[src/rtl/chan_accum_pkg.sv]
// chan_accum_pkg
//   Shared types for the channel accumulator.
//   state_t : FSM states (idle, running one channel per clock, done pulse).
//   MODE_*  : reduction select values for the MODE input.
package chan_accum_pkg;

   typedef enum logic [1:0] {
      ST_IDLE = 2'd0,
      ST_RUN  = 2'd1,
      ST_DONE = 2'd2
   } state_t;

   localparam logic MODE_SUM = 1'b0;
   localparam logic MODE_MAX = 1'b1;

endpackage

[src/rtl/btn_edge_sync.sv]
// btn_edge_sync
//   Synchronises a raw asynchronous button and emits a one-cycle pulse on
//   each rising edge. The pulse is registered, so it appears 3 clocks after
//   the button rises. A held button gives exactly one pulse.
//   clk   : system clock
//   rst   : asynchronous active-high clear
//   btn   : raw button input
//   pulse : one-cycle rising-edge pulse
module btn_edge_sync (
   input  logic clk,
   input  logic rst,
   input  logic btn,
   output logic pulse
);

   logic sync1, sync2, prev;

   always_ff @(posedge clk or posedge rst) begin
      if (rst) begin
         sync1 <= 1'b0;
         sync2 <= 1'b0;
         prev  <= 1'b0;
         pulse <= 1'b0;
      end else begin
         sync1 <= btn;
         sync2 <= sync1;
         prev  <= sync2;
         pulse <= sync2 & ~prev;
      end
   end

endmodule

[src/rtl/chan_accum_unit.sv]
// chan_accum_unit
//   Reduces CH unsigned W-bit channels packed on SW into one OUT_W-bit
//   result, one channel per clock. MODE selects saturating sum or maximum.
//   An operation starts on a debounced-free, synchronised rising edge of BTNC.
//   CLK100MHZ : system clock
//   RST       : asynchronous active-high reset
//   BTNC      : raw start button
//   MODE      : 0 = sum, 1 = max (sampled at start)
//   SW        : channel c = SW[c*W +: W] (sampled at start)
//   LED       : result of the last completed operation
//   BUSY      : operation in progress
//   DONE      : one-cycle pulse when LED updates
//   OVF       : sum saturated in the last completed operation
module chan_accum_unit
   import chan_accum_pkg::*;
#(
   parameter int CH    = 4,
   parameter int W     = 4,
   parameter int OUT_W = 16
) (
   input  logic              CLK100MHZ,
   input  logic              RST,
   input  logic              BTNC,
   input  logic              MODE,
   input  logic [CH*W-1:0]   SW,
   output logic [OUT_W-1:0]  LED,
   output logic              BUSY,
   output logic              DONE,
   output logic              OVF
);

   localparam int CW = (CH > 1) ? $clog2(CH) : 1;
   localparam logic [OUT_W:0]  SAT  = {1'b0, {OUT_W{1'b1}}};
   localparam logic [CW-1:0]   LAST = CW'(CH - 1);

   state_t             state, state_nxt;
   logic               start;
   logic [CH*W-1:0]    snap;
   logic               mode_r;
   logic [OUT_W-1:0]   acc, acc_nxt;
   logic [CW-1:0]      idx;
   logic               ovf_r, ovf_nxt;
   logic [W-1:0]       ch_raw;
   logic [OUT_W:0]     ch_ext, sum_t;
   logic               last;

   btn_edge_sync u_start (
      .clk   (CLK100MHZ),
      .rst   (RST),
      .btn   (BTNC),
      .pulse (start)
   );

   // One extra bit on the sum so overflow past 2^OUT_W-1 is visible.
   always_comb begin
      ch_raw  = snap[idx*W +: W];
      ch_ext  = {{(OUT_W+1-W){1'b0}}, ch_raw};
      sum_t   = {1'b0, acc} + ch_ext;
      acc_nxt = acc;
      ovf_nxt = ovf_r;
      if (mode_r == MODE_MAX) begin
         if (ch_ext > {1'b0, acc}) acc_nxt = ch_ext[OUT_W-1:0];
      end else if (sum_t > SAT) begin
         acc_nxt = SAT[OUT_W-1:0];
         ovf_nxt = 1'b1;
      end else begin
         acc_nxt = sum_t[OUT_W-1:0];
      end
   end

   assign last = (idx == LAST);

   always_comb begin
      state_nxt = state;
      case (state)
         ST_IDLE: if (start) state_nxt = ST_RUN;
         ST_RUN:  if (last)  state_nxt = ST_DONE;
         ST_DONE: state_nxt = ST_IDLE;
         default: state_nxt = ST_IDLE;
      endcase
   end

   // LED/OVF load with the final channel's update as the FSM enters DONE,
   // so they change in the same cycle the DONE pulse is visible.
   always_ff @(posedge CLK100MHZ or posedge RST) begin
      if (RST) begin
         state  <= ST_IDLE;
         snap   <= '0;
         mode_r <= MODE_SUM;
         acc    <= '0;
         idx    <= '0;
         ovf_r  <= 1'b0;
         LED    <= '0;
         OVF    <= 1'b0;
         BUSY   <= 1'b0;
         DONE   <= 1'b0;
      end else begin
         state <= state_nxt;
         BUSY  <= (state_nxt != ST_IDLE);
         DONE  <= (state_nxt == ST_DONE);
         case (state)
            ST_IDLE: if (start) begin
               snap   <= SW;
               mode_r <= MODE;
               acc    <= '0;
               idx    <= '0;
               ovf_r  <= 1'b0;
            end
            ST_RUN: begin
               acc   <= acc_nxt;
               ovf_r <= ovf_nxt;
               idx   <= idx + 1'b1;
               if (last) begin
                  LED <= acc_nxt;
                  OVF <= ovf_nxt;
               end
            end
            default: ;
         endcase
      end
   end

endmodule

[config.mk]
export PLATFORM = sky130hd
export DESIGN_NAME = chan_accum_unit
export DESIGN_NICKNAME = d
export VERILOG_FILES = /design/src/rtl/chan_accum_pkg.sv /design/src/rtl/btn_edge_sync.sv /design/src/rtl/chan_accum_unit.sv
export SDC_FILE = /design/constraint.sdc
export NUM_CORES = 1
export LEC_CHECK = 0
export CAP_MARGIN = 20
export CORE_MARGIN = 5
export CORE_UTILIZATION = 30
export CTS_BUF_LIST = sky130_fd_sc_hd__clkbuf_16
export DETAILED_ROUTE_END_ITERATION = 16
export GPL_TIMING_DRIVEN = 0
export HOLD_SLACK_MARGIN = 0.1
export SYNTH_ARGS = -nofsm -noshare
export SYNTH_HDL_FRONTEND = slang
export SYNTH_SLANG_ARGS = --single-unit
export TNS_END_PERCENT = 10
[constraint.sdc]
create_clock -name CLK100MHZ -period 5.4 [get_ports CLK100MHZ]
set_clock_uncertainty 0.15 [all_clocks]
set_input_delay 1.62 -clock CLK100MHZ [delete_from_list [all_inputs] [get_ports CLK100MHZ]]
set_output_delay 1.62 -clock CLK100MHZ [all_outputs]
set_load 0.01 [all_outputs]
==> results.py <==
metrics = {
    "outcome": {
        "status": "finished, final reports clean",
    },
    "sta": {
        "timing.slew.headroom_pct": 40.8,
        "finalCriticalPeriod_ns": 3.26,
        "setup_tns_ns": 0,
        "worstMarginPinSlew_ns": 0.882,
        "drv_slew": 0,
        "max_freq_mhz": 307,
        "fin_crit_sh_pct": 60.3,
        "rsz0062_at_grt": "no",
        "finalSetupViolCount": 0,
        "hold_violations": 0,
    },
    "global_routing": {
        "antenna_found_initial": 0,
        "grt_use_total_pct": 12.8,
        "grt_max_degree": 41,
        "busiest_layer": "met2",
        "grt-ovfl-total": 0,
        "grtUsageMet2_pct": 19.4,
        "grt_pass1_wl_um": 13300,
        "grtUsageMet3_pct": 3.07,
        "grt_util_met1_pct": 17.6,
        "grt_pass1_vias": 2544,
    },
    "floorplan": {
        "dieHeight_um": 115,
        "die_w_um": 115,
        "ios": 39,
        "die-area_um2": 13100,
        "start_util_pct": 30.4,
        "std_cell_rows": 38,
        "coreArea_um2": 10800,
    },
    "synth": {
        "syn-instance-count": 301,
        "synth-edff-count": 0,
        "synth_fp_nets": 334,
        "ys_seq_elements": 61,
        "async_flop_share_pct": 100,
        "yosysMostFrequentCell": "dfrtp_1",
        "synth_flop_cell": "dfrtp_1",
        "synth_top_area_cell": "dfrtp_1",
        "synthTopCellsByArea": "dfrtp_1 46%, mux2_2 5.5%, ha_1 4.6%",
        "ys_seq_area_share_pct": 46.5,
        "syn_avg_cell_area_um2": 10.9,
        "yosysUniqueCellTypes": 57,
        "yosys-top-cells-count": "61 x dfrtp_1, 29 x a21oi_1, 20 x nor2_1",
        "yosys_warnings": 0,
        "netlist_area_um2": 3280,
        "synth_top_area_share_pct": 46.5,
    },
    "setup_path": {
        "ff2ff_path_depth": 9,
        "crit_cells": 9,
        "arrival_ns": 3.29,
        "cp_slowest_cell": "mux4_1",
        "critPathMaxStageDelay_ns": 0.65,
        "required_ns": 5.43,
        "path_cells": "buf_6, mux4_1, ha_1, nor2b_1, a211oi_2, and4_1, buf_2, nor2_2, a21oi_1",
        "worstSetupPathType": "reg -> reg",
        "critPathBufInv": 2,
        "worstPathMaxFanout": 10,
        "cp-end-kind": "flip-flop",
        "cp-start-kind": "flip-flop",
        "cp_top_family": "simple AND/OR/NAND/NOR gates",
    },
    "layout": {
        "antenna_cells": 0,
        "seqCellArea_um2": 1530,
        "multi_input_area_um2": 1600,
        "drive_gt1_share_pct": 18.0,
        "syn_to_final_growth_pct": 26.4,
        "final_nets": 384,
        "fillers": 1075,
    },
    "place": {
        "dpl.hpwl_um": 5650,
        "io_buffers": 38,
        "gp_congestion": 0.883,
    },
    "routing": {
        "drt-initial-drc-count": 106,
        "drtAntennaViolNets": 0,
        "drc": 0,
        "viasPerCell": 4.85,
        "wl_per_cell_um": 16.1,
        "dr.pass1.iters": 4,
        "num_vias": 2407,
        "drt_wl_total_um": 8000,
    },
    "flow_run": {
        "drv_cap": 0,
    },
    "hold_path": {
        "hold_depth": 0,
        "holdCritPathClass": "reg -> reg",
    },
    "clock_network": {
        "cts_tree": "yes",
        "cts.sinks": 61,
        "clockRootBuffer": "clkbuf_16",
        "cts.path.max_buffers": 2,
        "cts.repair.resized": 0,
        "post_cts_buffers": 0,
        "clk_latency_ns": 0.33,
        "htreeDepth": 3,
        "cts.clk_slew.worst_paths_ns": 0.05,
        "postCtsHoldBufs": 0,
        "cts_made_buffers": 9,
    },
    "pwr": {
        "finalPower_mw": 2.61,
        "peakVddDrop_v": 0.000252,
        "cellPowerDensity_nw_per_um2": 629,
        "leakage_nw": 1.77,
    },
}
-- metal layers --
layer | routed length [µm] | vias up
met5 | 0 | -
met2 | 3580 | 46
met1 | 3890 | 1156
met4 | 199 | 0
li1 | - | 1186
met3 | 325 | 19
-- cell usage in the layout, fill, tap and decap left out, types with 3 or more instances in the layout --
| cell type | synthesis | layout |
|---|---|---|
| dfrtp_1 | 61 | 61 |
| clkdlybuf4s50_1 | 0 | 38 |
| a21oi_1 | 29 | 29 |
| nor2_1 | 20 | 20 |
| nand2_1 | 18 | 18 |
| mux2_2 | 16 | 16 |
| inv_1 | 14 | 13 |
| ha_1 | 12 | 12 |
| xor2_1 | 10 | 10 |
| a22o_1 | 9 | 9 |
| clkbuf_16 | 0 | 9 |
| buf_2 | 8 | 8 |
| nand3_1 | 8 | 8 |
| o21ai_0 | 7 | 7 |
| o211ai_1 | 7 | 7 |
| nand4_1 | 6 | 6 |
| nor2b_1 | 5 | 5 |
| a21o_1 | 5 | 5 |
| a31oi_1 | 4 | 4 |
| clkbuf_1 | 3 | 3 |
| buf_6 | 3 | 3 |
| nand3_2 | 3 | 3 |
| mux4_2 | 3 | 3 |
| xnor2_1 | 3 | 3 |
| clkinvlp_4 | 0 | 3 |
-- stage by stage --
stage / utilization, % / setup WS [ns] / hold slack (ns) / cell area (µm²) / instances
after global routing: 38.5 / 1.93 / 0.217 / 4150 / 496
after CTS: 38.5 / 2.10 / 0.210 / 4150 / 496
after detailed placement: 35.8 / 2.17 / 0.198 / 3860 / 480
after floorplan: - / 2.12 / 0.181 / 3280 / 301
after global placement: 35.6 / 1.01 / 0.187 / 3840 / 479
final: 38.5 / 2.14 / 0.206 / 4150 / 496
-- final cells by class --
type,instances,share of cell area [%]
buffer,17,2.50
clock buffer,9,5.43
clock inverter,7,1.60
inverter,14,1.27
multi-input combinational,209,38.6
sequential,61,36.8
tap,140,4.22
timing repair buffer,39,9.65
-- state kept, by name (all words and copies together) (netlist names) --
signal	count
u_start.sync1	1
u_start.pulse	1
idx	2
state	2
acc	16
OVF	1
LED	16
BUSY	1
DONE	1
u_start.sync2	1
u_start.prev	1
ovf_r	1
snap	16
mode_r	1
-- cells by family (layout without fill, tap and decap cells) --
kind of cell	Yosys count	after routing	synth area share, %
buffers and inverters	31	86	4.76
DFF	61	61	46.5
adders and majority gates	13	13	5.18
xor gates and xnor gates	13	13	3.47
and+or+nand+nor	78	78	13.3
AOI/OAI and AO/OA	84	84	18.1
muxes	21	21	8.65
-- power by group --
| part | switching (mW) | leakage, nW | internal, mW | total, mW |
|---|---|---|---|---|
| Clock | 0.215 | 0.135 | 0.354 | 0.568 |
| Combinational | 0.737 | 0.873 | 0.578 | 1.32 |
| Sequential | 0.103 | 0.763 | 0.625 | 0.727 |
-- path summary, 6_finish.rpt --
kind | start | end | slack (ns)
min in group asynchronous | RST | LED[8] | 1.49
hold / removal | u_start.sync1 | u_start.sync2 | 0.21
setup reg to reg | idx[0] | LED[6] | 2.14
max in group asynchronous | RST | snap[13] | 3.03
setup / recovery | idx[0] | LED[6] | 2.14
hold reg to reg | u_start.sync1 | u_start.sync2 | 0.21
Note: power is estimated with default switching activity, not from simulation.
